## config.mk

```make
export PLATFORM = sky130hd
export DESIGN_NAME = mt_branch_resolve_flat
export DESIGN_NICKNAME = d
export VERILOG_FILES = /design/src/rtl/mt_branch_resolve_if.sv /design/src/rtl/mt_branch_resolve.sv /design/src/flat_wrapper.sv
export SDC_FILE = /design/constraint.sdc
export NUM_CORES = 1
export LEC_CHECK = 0
export CAP_MARGIN = 0
export CORE_ASPECT_RATIO = 0.8
export CORE_MARGIN = 2
export CORE_UTILIZATION = 45
export CTS_CLUSTER_SIZE = 14
export DETAILED_ROUTE_END_ITERATION = 10
export PLACE_DENSITY = 0.68
export SLEW_MARGIN = 10
export SYNTH_ARGS = -nofsm -noshare
export SYNTH_HDL_FRONTEND = slang
export SYNTH_SLANG_ARGS = --single-unit
```

## constraint.sdc

```tcl
create_clock -name clk -period 8.15 [get_ports clk]
set_input_delay 1.2225 -clock clk [delete_from_list [all_inputs] [get_ports clk]]
set_output_delay 1.2225 -clock clk [all_outputs]
set_load 0.005 [all_outputs]
```

## src/rtl/mt_branch_resolve_if.sv

```systemverilog
// Execute-stage branch resolution bus: decoded control/operands in, PC-file redirect,
// link value and per-thread fault state out.
interface mt_branch_resolve_if #(
  parameter int NUM_THREADS   = 8,
  parameter int ADDRESS_WIDTH = 32,
  parameter int DATA_WIDTH    = 32
);
  localparam int BITS_THREADS = $clog2(NUM_THREADS);

  logic                     valid_e;
  logic [BITS_THREADS-1:0]  tid_e;
  logic                     is_branch_e;
  logic                     is_jal_e;
  logic                     is_jalr_e;
  logic [2:0]               funct3_e;
  logic [DATA_WIDTH-1:0]    rs1_e;
  logic [DATA_WIDTH-1:0]    rs2_e;
  logic [ADDRESS_WIDTH-1:0] pc_e;
  logic [ADDRESS_WIDTH-1:0] imm_e;

  logic                     pc_src_e;
  logic [BITS_THREADS-1:0]  branch_tid_e;
  logic [ADDRESS_WIDTH-1:0] pc_target_e;
  logic [ADDRESS_WIDTH-1:0] link_e;

  logic [NUM_THREADS-1:0]   fault_mask;
  logic [NUM_THREADS-1:0]   fault_clr;
  logic [BITS_THREADS-1:0]  fault_tid;
  logic [ADDRESS_WIDTH-1:0] fault_addr;

  modport master (
    output valid_e, tid_e, is_branch_e, is_jal_e, is_jalr_e, funct3_e,
           rs1_e, rs2_e, pc_e, imm_e, fault_clr, fault_tid,
    input  pc_src_e, branch_tid_e, pc_target_e, link_e, fault_mask, fault_addr
  );

  modport slave (
    input  valid_e, tid_e, is_branch_e, is_jal_e, is_jalr_e, funct3_e,
           rs1_e, rs2_e, pc_e, imm_e, fault_clr, fault_tid,
    output pc_src_e, branch_tid_e, pc_target_e, link_e, fault_mask, fault_addr
  );
endinterface

```

## src/rtl/mt_branch_resolve.sv

```systemverilog
// Resolves branches/JAL/JALR for the thread in execute, emits a one-cycle registered
// redirect, and quarantines threads that take a misaligned target until cleared.
module mt_branch_resolve #(
  parameter int NUM_THREADS   = 8,
  parameter int ADDRESS_WIDTH = 32,
  parameter int DATA_WIDTH    = 32
) (
  input logic clk,
  input logic rst,
  mt_branch_resolve_if.slave bus
);
  localparam int BITS_THREADS = $clog2(NUM_THREADS);

  logic [NUM_THREADS-1:0]   fault_q;
  logic [ADDRESS_WIDTH-1:0] fault_addr_q [NUM_THREADS];

  logic                     legal, br, jal, jalr, cond;
  logic                     quarantined, take, misaligned, redirect, link_en;
  logic [ADDRESS_WIDTH-1:0] target;

  // Non-one-hot control combinations collapse to "no control transfer".
  assign legal = $onehot0({bus.is_branch_e, bus.is_jal_e, bus.is_jalr_e});
  assign br    = legal & bus.is_branch_e;
  assign jal   = legal & bus.is_jal_e;
  assign jalr  = legal & bus.is_jalr_e;

  always_comb begin
    cond = 1'b0;
    case (bus.funct3_e)
      3'b000:  cond = (bus.rs1_e == bus.rs2_e);
      3'b001:  cond = (bus.rs1_e != bus.rs2_e);
      3'b100:  cond = ($signed(bus.rs1_e) <  $signed(bus.rs2_e));
      3'b101:  cond = ($signed(bus.rs1_e) >= $signed(bus.rs2_e));
      3'b110:  cond = (bus.rs1_e <  bus.rs2_e);
      3'b111:  cond = (bus.rs1_e >= bus.rs2_e);
      default: cond = 1'b0;
    endcase
  end

  always_comb begin
    if (jalr) target = (ADDRESS_WIDTH'(bus.rs1_e) + bus.imm_e) & ~ADDRESS_WIDTH'(1);
    else      target = bus.pc_e + bus.imm_e;
  end

  // Quarantine uses the registered mask, so a fault bites from the next cycle on.
  assign quarantined = fault_q[bus.tid_e];
  assign take        = bus.valid_e & ~quarantined & (jal | jalr | (br & cond));
  assign misaligned  = take & target[1];
  assign redirect    = take & ~target[1];
  assign link_en     = bus.valid_e & ~quarantined & (jal | jalr);

  always_ff @(posedge clk) begin
    if (rst) begin
      bus.pc_src_e     <= 1'b0;
      bus.branch_tid_e <= '0;
      bus.pc_target_e  <= '0;
      bus.link_e       <= '0;
    end else begin
      bus.pc_src_e <= redirect;
      if (redirect) begin
        bus.branch_tid_e <= bus.tid_e;
        bus.pc_target_e  <= target;
      end
      if (link_en) bus.link_e <= bus.pc_e + ADDRESS_WIDTH'(4);
    end
  end

  // Per-thread fault slot; a new fault outranks a same-cycle clear.
  always_ff @(posedge clk) begin
    if (rst) begin
      fault_q <= '0;
      for (int t = 0; t < NUM_THREADS; t++) fault_addr_q[t] <= '0;
    end else begin
      for (int t = 0; t < NUM_THREADS; t++) begin
        if (misaligned && (bus.tid_e == BITS_THREADS'(t))) begin
          fault_q[t]      <= 1'b1;
          fault_addr_q[t] <= target;
        end else if (bus.fault_clr[t]) begin
          fault_q[t] <= 1'b0;
        end
      end
    end
  end

  assign bus.fault_mask = fault_q;
  assign bus.fault_addr = fault_addr_q[bus.fault_tid];
endmodule

```

## src/flat_wrapper.sv

```systemverilog
// flat-port wrapper written by rule: the top's interface ports become plain ports
module mt_branch_resolve_flat 
#(
  parameter int NUM_THREADS   = 8,
  parameter int ADDRESS_WIDTH = 32,
  parameter int DATA_WIDTH    = 32
)
  (clk, rst, bus_valid_e, bus_tid_e, bus_is_branch_e, bus_is_jal_e, bus_is_jalr_e, bus_funct3_e, bus_rs1_e, bus_rs2_e, bus_pc_e, bus_imm_e, bus_fault_clr, bus_fault_tid, bus_pc_src_e, bus_branch_tid_e, bus_pc_target_e, bus_link_e, bus_fault_mask, bus_fault_addr);
  mt_branch_resolve_if #(.NUM_THREADS(NUM_THREADS), .ADDRESS_WIDTH(ADDRESS_WIDTH), .DATA_WIDTH(DATA_WIDTH)) bus_i ();
  input logic clk;
  input logic rst;
  input wire logic [$bits(bus_i.valid_e)-1:0] bus_valid_e;
  input wire logic [$bits(bus_i.tid_e)-1:0] bus_tid_e;
  input wire logic [$bits(bus_i.is_branch_e)-1:0] bus_is_branch_e;
  input wire logic [$bits(bus_i.is_jal_e)-1:0] bus_is_jal_e;
  input wire logic [$bits(bus_i.is_jalr_e)-1:0] bus_is_jalr_e;
  input wire logic [$bits(bus_i.funct3_e)-1:0] bus_funct3_e;
  input wire logic [$bits(bus_i.rs1_e)-1:0] bus_rs1_e;
  input wire logic [$bits(bus_i.rs2_e)-1:0] bus_rs2_e;
  input wire logic [$bits(bus_i.pc_e)-1:0] bus_pc_e;
  input wire logic [$bits(bus_i.imm_e)-1:0] bus_imm_e;
  input wire logic [$bits(bus_i.fault_clr)-1:0] bus_fault_clr;
  input wire logic [$bits(bus_i.fault_tid)-1:0] bus_fault_tid;
  output wire logic [$bits(bus_i.pc_src_e)-1:0] bus_pc_src_e;
  output wire logic [$bits(bus_i.branch_tid_e)-1:0] bus_branch_tid_e;
  output wire logic [$bits(bus_i.pc_target_e)-1:0] bus_pc_target_e;
  output wire logic [$bits(bus_i.link_e)-1:0] bus_link_e;
  output wire logic [$bits(bus_i.fault_mask)-1:0] bus_fault_mask;
  output wire logic [$bits(bus_i.fault_addr)-1:0] bus_fault_addr;
  assign bus_i.valid_e = bus_valid_e;
  assign bus_i.tid_e = bus_tid_e;
  assign bus_i.is_branch_e = bus_is_branch_e;
  assign bus_i.is_jal_e = bus_is_jal_e;
  assign bus_i.is_jalr_e = bus_is_jalr_e;
  assign bus_i.funct3_e = bus_funct3_e;
  assign bus_i.rs1_e = bus_rs1_e;
  assign bus_i.rs2_e = bus_rs2_e;
  assign bus_i.pc_e = bus_pc_e;
  assign bus_i.imm_e = bus_imm_e;
  assign bus_i.fault_clr = bus_fault_clr;
  assign bus_i.fault_tid = bus_fault_tid;
  assign bus_pc_src_e = bus_i.pc_src_e;
  assign bus_branch_tid_e = bus_i.branch_tid_e;
  assign bus_pc_target_e = bus_i.pc_target_e;
  assign bus_link_e = bus_i.link_e;
  assign bus_fault_mask = bus_i.fault_mask;
  assign bus_fault_addr = bus_i.fault_addr;
  mt_branch_resolve #(.NUM_THREADS(NUM_THREADS), .ADDRESS_WIDTH(ADDRESS_WIDTH), .DATA_WIDTH(DATA_WIDTH)) u_core (.clk(clk), .rst(rst), .bus(bus_i));
endmodule
```

# == Word level (Yosys, flattened, before mapping) ==
# Memory sizes are Yosys's and may differ from the RTL's.
# Cells that the tools add are included.
# word_totals
regBits,76
latchBits,0
mem_bits_rw,256
mem_bits_ro,0
in_bits,151
mem_count,1
# op_classes
n_addsub,5
n_mul,0
div,0
order_cmp,6
eq_ne,14
shift,0
n_mux,54
bitwise,21
reduce_logical,18
# mem_list
name,depth,width,read_ports,rd_clocked_by_memory_dff,write_ports,line_no,rtl
u_core.fault_addr_q,8,32,1,0,8,mt_branch_resolve.sv:15,logic [ADDRESS_WIDTH-1:0] fault_addr_q [NUM_THREADS];
# op_table
cell,n
2-to-1 mux 32 bit,9
adder 32 bit,2
greater-or-equal comparator 32 bit,2
< comparator 32 bit,2
2-to-1 mux 1 bit,43
"adder 32 x 3 -> 32 bit, second input constant",1
== test 32 bit,1
inequality test 32 bit,1
"== test 3 bit, second input constant",8
nonzero test 2 bit,8
bitwise OR 1 bit,10
AND 1 bit,9
logical AND 1 bit,8
"== test 3 x 1 -> 1 bit, second input constant",2
"== test 3 x 2 -> 1 bit, second input constant",2
logical NOT 3 bit,2
one-hot mux 1 bit (6 select lines),1
"< comparator 3 x 4 -> 1 bit, second input constant",1
binary-select mux 1 bit (select 3 bit),1
adder 1 x 1 -> 2 bit,1
adder 2 x 1 -> 2 bit,1
"less-or-equal comparator 2 x 1 -> 1 bit, second input constant",1
NOT 1 bit,2

# == Depth between registers and ports, before layout ==
# Gate-level depths: netlist (run 1).
# logic_depth
ltp_word,13
mapped_depth,13
depth_no_buf,11

# == Worst setup path before layout (run 1) ==
# OpenSTA, ideal clock, no wires.
# synth_path
path_kind,input port to flip-flop
from,input bus_rs2_e[27]
to,"memory u_core.fault_addr_q[6][0], enable pin"
setup_time_ns,0.466
t_arrival_ns,5.536
required_ns,7.684
path_slack_ns,2.148
cell_stages,11
n_path_buf,0
path_cell_list,inv_1 > ha_1 > nand4_1 > nor4_2 > nand4_1 > xor2_1 > or3_1 > a21o_1 > a31oi_4 > nand3_1 > o21ai_0
# synth_lines
item,line_no,rtl
start: declaration,flat_wrapper.sv:19,input wire logic [$bits(bus_i.rs2_e)-1:0] bus_rs2_e;
end: declaration,mt_branch_resolve.sv:15,

==> flow_summary_export.csv, run 1 <==
group,metric,value,unit
floorplanning,num_rows,66,
cts,cts_made_buffers,37,
global_routing,grt_pass1_wl,86.7,mm
placed_design,place_congestion,0.940,
cts,clockRootBuffer,"clkbuf_16",
global_routing,grt_overflow_total,0,
logic_synthesis,avgSynthCellArea,11.0,µm²
sta,setup_viol,0,
worst_setup_path,cp.required,8.35,ns
worst_setup_path,cp-end-kind,"flip-flop",
placed_design,place_ws,1.72,ns
cts,clk_latency,0.53,ns
placed_design,hpwl,42.4,mm
logic_synthesis,ys_warn_count,0,
sta,finalCritPeriodShare,73.0,%
sta,fin_ws,2.20,ns
worst_hold_path,hold_depth,2,
logic_synthesis,synth_edf_count,256,
sta,worst_slew_pin_slew,1.30,ns
logic_synthesis,synthTopCellsByArea,"edfxtp_1 42%, dfxtp_1 8.3%, mux4_2 8.1%",
sta,report.final.slew_viol_count,0,
run,cap_violations,0,
cts,cts.clk_slew.worst_paths,0.06,ns
global_routing,grtUsageTotal,27.1,%
routing,viasPerCell,5.93,
logic_synthesis,synth_flop_cell,"edfxtp_1",
floorplanning,fp.dieW,230,µm
logic_synthesis,synth_top_area_share,41.9,%
logic_synthesis,synthCells,1672,
sta,min_period,5.95,ns
worst_setup_path,reg2reg_depth,10,
routing,vias,14700,
routing,wl_per_cell,23.2,µm
cts,clock_path_buffers,3,
pwr,p_leak,0.00820,µW
cts,post-cts-setup-buffers,0,
floorplanning,dieArea,0.0424,mm²
floorplanning,initial_utilization,45.4,%
sta,skew,0.0185,ns
cts,holdBufCountCts,0,
logic_synthesis,yosysTopAreaCell,"edfxtp_1",
logic_synthesis,syn_nets,1920,
sta,rsz0062_at_grt,"false",
cells_and_area,drive_gt1_share,10.6,%
sta,timing.setup.tns,0,ns
cts,cts_resized,0,
worst_setup_path,cp.arrival,6.15,ns
logic_synthesis,synthArstFlopShare,0,%
sta,final-hold-violation-count,0,
cells_and_area,nets,2155,
placed_design,portBuffers,258,
global_routing,grt_max_degree,65,
worst_setup_path,crit_type,"in2reg",
run_status,status,"finished clean",
routing,antenna_left,0,
routing,totalWireLength,57.6,mm
pwr,ir_worst_vdd,118,µV
cts,cts_tree,"done",
routing,drtPass1Iterations,7,
pwr,power.density,202,mW/mm²
routing,drt_iter0_drc,1400,
logic_synthesis,seq_area_frac_synth,50.2,%
sta,relSlewSlack,13.1,%
sta,fmax,0.168,GHz
floorplanning,top_level_ports,259,
floorplanning,die_h,185,µm
cts,h-tree-depth,2,
logic_synthesis,ys_types,73,
worst_setup_path,start_kind,"input pin",
routing,drcViolationCount,0,
cts,clkSinkCount,332,
worst_hold_path,worstHoldPathType,"reg2reg",
logic_synthesis,ys_ff_latch,332,
worst_setup_path,cp_max_fo,22,
global_routing,grt_pass1_vias,14300,
global_routing,antenna_found_initial,3,
cells_and_area,areaGrowthSynthToFinish,23.3,%
floorplanning,core,0.0405,mm²
logic_synthesis,syn_area,0.0184,mm²
[cells in the mapped netlist (5+ instances only)]
cell	count
dfxtp_1	76
mux2i_1	6
nor2_1	255
nand2_1	108
o22ai_1	5
o211ai_1	13
o21a_1	9
or3_1	18
nor2b_1	9
buf_2	10
clkbuf_1	60
o21ai_1	7
mux4_2	66
mux2_2	33
a211oi_1	38
ha_1	95
a311oi_1	5
a31o_2	5
nor3_1	43
a21boi_0	6
buf_1	9
nand2b_1	13
nand4_1	19
nand3b_1	5
o21ai_0	76
xnor2_1	36
a31oi_1	5
nor2_2	6
and3_1	12
inv_1	76
a21oi_1	89
xor2_1	33
and2_1	23
a21o_1	21
edfxtp_1	256
nand3_1	52
a22oi_1	5
[power by group]
group	switching [µW]	leakage (µW)	internal (µW)
logic	531	0.00455	413
clock network	689	0.000581	931
registers	47.6	0.00307	1970
total	1270	0.00820	3310
[metal layers]
| layer | routed length, µm | up-vias | part of all wire (%) | track usage, % |
|---|---|---|---|---|
| met5 | 0 | - | 0 | 0 |
| met4 | 1850 | 0 | 3.2 | 9.01 |
| met3 | 5030 | 91 | 8.7 | 4.72 |
| met2 | 25900 | 734 | 45 | 42.5 |
| met1 | 24800 | 7210 | 43 | 38.2 |
| li1 | - | 6676 | - | - |
[cell families after synthesis]
family	share of synthesized area, %
flops	50.2
xor+xnor	3.29
fa+ha+maj	6.69
mux	10.4
simple gates	14.5
buf+inv	3.44
compound gates	11.5
[layout by cell type, fill, tap and decap left out, types with 18 or more instances in the layout]
cell type	count
edfxtp_1	256
nor2_1	255
clkdlybuf4s50_1	255
nand2_1	105
ha_1	95
a21oi_1	89
inv_1	76
dfxtp_1	76
o21ai_0	74
mux4_2	66
nand3_1	52
nor3_1	43
a211oi_1	38
clkbuf_16	38
xnor2_1	36
mux2_2	33
xor2_1	33
and2_1	23
a21o_1	21
buf_4	21
nand4_1	19
or3_1	18
[sequential cells by signal, summed over array words and instances, names as in the netlist]
name and flops:
u_core.fault_addr_q 256, u_core.bus.link_e 32, u_core.bus.pc_target_e 32, u_core.bus.fault_mask 8, u_core.bus.branch_tid_e 3, u_core.bus.pc_src_e 1
[cell type report]
class	instances	area (µm²)
diodes	2	5.00
clock buffers	52	1030
clock inverters	16	144
fillers	3461	17800
inverters	77	289
multi-input cells	1181	8540
flip-flops and latches	332	9210
well taps	544	681
repair buffers	278	2720
[through the flow]
| stage | hold WS [ns] | cells | area (µm²) | power, µW | util (%) |
|---|---|---|---|---|---|
| after CTS | 0.460 | 2479 | 22600 | 4590 | 55.9 |
| after global placement | 0.445 | 2411 | 21400 | 2960 | 53.0 |
| after floorplan | 0.452 | 1672 | 18400 | 2550 | - |
| after global routing | 0.488 | 2481 | 22600 | 4750 | 55.9 |
| final | 0.461 | 2482 | 22600 | 4580 | 55.9 |
| after detailed placement | 0.450 | 2411 | 21400 | 2980 | 53.0 |
[path summary, 6_finish.rpt]
path / from / endpoint / slack (ns)
hold / removal: u_core.bus.branch_tid_e[2]$_SDFFE_PP0P_ / u_core.bus.branch_tid_e[2]$_SDFFE_PP0P_ / 0.46
setup / recovery: bus_rs2_e[31] / u_core.fault_addr_q[0][9]$_SDFFCE_PN0P_ / 2.20
setup reg to reg: u_core.bus.fault_mask[7]$_SDFFE_PP0P_ / u_core.fault_addr_q[0][9]$_SDFFCE_PN0P_ / 3.51
hold reg to reg: u_core.bus.branch_tid_e[2]$_SDFFE_PP0P_ / u_core.bus.branch_tid_e[2]$_SDFFE_PP0P_ / 0.46
[worst max-delay path, stage by stage]
cell and delay, ns:
clkdlybuf4s50_1 0.45, inv_1 0.04, ha_1 0.44, nand2_1 0.17
nor4_2 0.59, o311ai_0 0.29, o211ai_1 0.32, o31ai_1 0.18
a21o_1 0.25, a31oi_4 0.28, nand3_1 0.70, nand2_1 0.79
buf_4 0.40
No activity file was read; power rests on OpenSTA's default activity.
==> inputs of run 2 (changes only) <==
Clock period 8.15 ns to 5.83 ns, I/O delays scaled along.
==> run 2 against run 1 <==
Effect of this change: cell area up 1.1%; critical path depth rose by 1; non-clock buffer count grew 27; via count up 0.16%; total power increased by 42%; clock skew decreased by 0.0079 ns; critical endpoint is now u_core.fault_addr_q[7][16]$_DFFE_PP_; largest cell class unchanged.
==> flow_summary_export.csv, run 2 (same netlist as run 1, synthesis figures left out) <==
group,metric,value,unit
run_status,status,"finished clean",
routing,totalWireLength,56.9,mm
floorplanning,die_h,185,µm
cts,clockRootBuffer,"clkbuf_16",
cts,post-cts-setup-buffers,0,
cts,clk_latency,0.53,ns
cells_and_area,final_cells,2507,
floorplanning,top_level_ports,259,
sta,min_period,4.88,ns
cts,cts_made_buffers,36,
worst_setup_path,cp.arrival,5.09,ns
floorplanning,num_rows,66,
cts,cts_resized,0,
routing,wl_per_cell,22.7,µm
worst_setup_path,critPathTopFamily,"compound AO/OA/AOI/OAI gates",
pwr,power.density,285,mW/mm²
pwr,ir_worst_vdd,154,µV
placed_design,dp.cells,2439,
pwr,swShare,27.3,%
cells_and_area,largest_reg_flops,256,
sta,finalCritPeriodShare,83.6,%
sta,relSlewSlack,19.3,%
cells_and_area,multiInputGateArea,0.00854,mm²
sta,skew,0.0106,ns
sta,fmax,0.205,GHz
worst_hold_path,worstHoldPathType,"reg2reg",
sta,timing.setup.tns,0,ns
global_routing,grt_overflow_total,0,
floorplanning,core,0.0405,mm²
pwr,p_clk_share,36.0,%
worst_setup_path,start_kind,"input pin",
sta,worst_slew_pin_slew,1.20,ns
worst_setup_path,crit_chain,"clkdlybuf4s50_1 -> inv_1 -> ha_1 -> a21oi_1 -> a21oi_1 -> a2111oi_0 -> buf_4 -> a21oi_1 -> nor2_1 -> mux2i_1 -> a31oi_4 -> nand3_1 -> o21ai_2 -> buf_4",
cells_and_area,drive_gt1_share,11.8,%
placed_design,place_congestion,0.967,
cells_and_area,seqCellArea,0.00921,mm²
sta,report.final.slew_viol_count,0,
cells_and_area,nets,2181,
cells_and_area,final_util,56.6,%
sta,final-hold-violation-count,0,
routing,vias,14700,
cts,holdBufCountCts,0,
worst_setup_path,crit_type,"in2reg",
global_routing,grtUsageTotal,26.6,%
routing,antenna_left,0,
cts,cts_tree,"done",
floorplanning,fp.dieW,230,µm
placed_design,portBuffers,258,
cts,clock_path_buffers,3,
cells_and_area,layout_common_cells,"256 x edfxtp_1, 255 x nor2_1, 255 x clkdlybuf4s50_1",
pwr,p_switching,1780,µW
global_routing,grt_pass1_wl,85.2,mm
cts,cts.clk_slew.worst_paths,0.06,ns
cells_and_area,areaGrowthSynthToFinish,24.7,%
global_routing,grt_max_degree,65,
sta,setup_viol,0,
placed_design,hpwl,42.8,mm
cts,clkSinkCount,332,
run,cap_violations,0,
cells_and_area,num-fill-cells,3364,
global_routing,grt_pass1_vias,14200,
worst_setup_path,cp.required,6.05,ns
cells_and_area,largest_registers,"u_core.fault_addr_q x256, u_core.bus.link_e x32, u_core.bus.pc_target_e x32",
worst_setup_path,cpMostUsedCell,"a21oi_1",
routing,drcViolationCount,0,
pwr,seq_power_share,43.1,%
routing,drtPass1Iterations,5,
floorplanning,initial_utilization,45.4,%
routing,viasPerCell,5.88,
worst_setup_path,critPathBufInv,4,
floorplanning,dieArea,0.0424,mm²
cells_and_area,final_common_cell,"edfxtp_1",
worst_setup_path,cpPeakStageDelay,0.98,ns
cts,h-tree-depth,2,
pwr,p_int,4740,µW
cells_and_area,regMostFlops,"u_core.fault_addr_q",
sta,rsz0062_at_grt,"false",
global_routing,antenna_found_initial,2,
worst_setup_path,cp-end-kind,"flip-flop",
worst_setup_path,slowest_stage,"a2111oi_0",
pwr,p_comb_share,20.9,%
worst_setup_path,cp_max_fo,12,
routing,drt_iter0_drc,1779,
pwr,p_leak,0.00836,µW
run 2: changes by cell type in the layout (fill, tap and decap cells not counted), sizes merged:
cell,delta
buf,+27
bufinv,+1
clkbuf,-3
clkinvlp,+1
inv,-1
run 2: layout make-up:
| cell class | count | share of cell area [%] |
|---|---|---|
| Clock buffer | 49 | 4.70 |
| Clock inverter | 17 | 0.667 |
| Antenna cell | 2 | 0.0219 |
| Multi-Input combinational cell | 1181 | 37.3 |
| Sequential cell | 332 | 40.2 |
| Timing Repair Buffer | 305 | 12.8 |
| Tap cell | 544 | 2.97 |
| Inverter | 77 | 1.26 |
run 2: power by group through the flow:
| stage | clock [µW] | combinational, µW | sequential [µW] |
|---|---|---|---|
| 2_1_floorplan | 0 | 725 | 2840 |
| 3_3_place_gp | 0 | 1320 | 2850 |
| 3_5_place_dp | 0 | 1340 | 2860 |
| 4_1_cts | 2360 | 1340 | 2810 |
| 5_1_grt | 2460 | 1460 | 2820 |
| 6_report | 2350 | 1360 | 2810 |
run 2: worst paths after layout:
path         slack, ns  cells past startpoint                                 endpoint                               startpoint
max               0.95                     14     u_core.fault_addr_q[7][16]$_DFFE_PP_                             bus_rs2_e[7]
min               0.46                      2  u_core.bus.branch_tid_e[0]$_SDFFE_PP0P_  u_core.bus.branch_tid_e[0]$_SDFFE_PP0P_
max reg2reg       1.96                     10     u_core.fault_addr_q[7][16]$_DFFE_PP_    u_core.bus.fault_mask[7]$_SDFFE_PP0P_
min reg2reg       0.46                      2  u_core.bus.branch_tid_e[0]$_SDFFE_PP0P_  u_core.bus.branch_tid_e[0]$_SDFFE_PP0P_
run 2: worst register-to-register path: cells and delay by family, from the launching register on:
| family | cells | cell delay [ns] |
|---|---|---|
| buf+inv | 1 | 0.35 |
| mux | 3 | 1.01 |
| simple gates | 4 | 0.94 |
| flops | 1 | 0.36 |
| compound gates | 2 | 0.90 |
run 2: through the flow:
stage / total power, µW / hold WS [ns] / cell area, µm² / setup slack (ns)
after global placement: 4170 / 0.444 / 21700 / 0.535
after detailed placement: 4190 / 0.453 / 21700 / 0.436
after floorplan: 3560 / 0.452 / 18400 / 0.176
after global routing: 6740 / 0.483 / 22900 / 0.682
final: 6520 / 0.463 / 22900 / 0.954
after CTS: 6520 / 0.465 / 22900 / 0.979
run 2: per-layer routing:
metal / track usage, % / part of all wire, % / routed length (µm) / vias to the layer above
met4: 6.45 / 2.4 / 1340 / 0
met1: 38.3 / 44 / 24900 / 7186
met2: 41.7 / 45 / 25400 / 749
met3: 4.78 / 9.4 / 5340 / 74
met5: 0 / 0 / 0 / -
li1: - / - / - / 6725
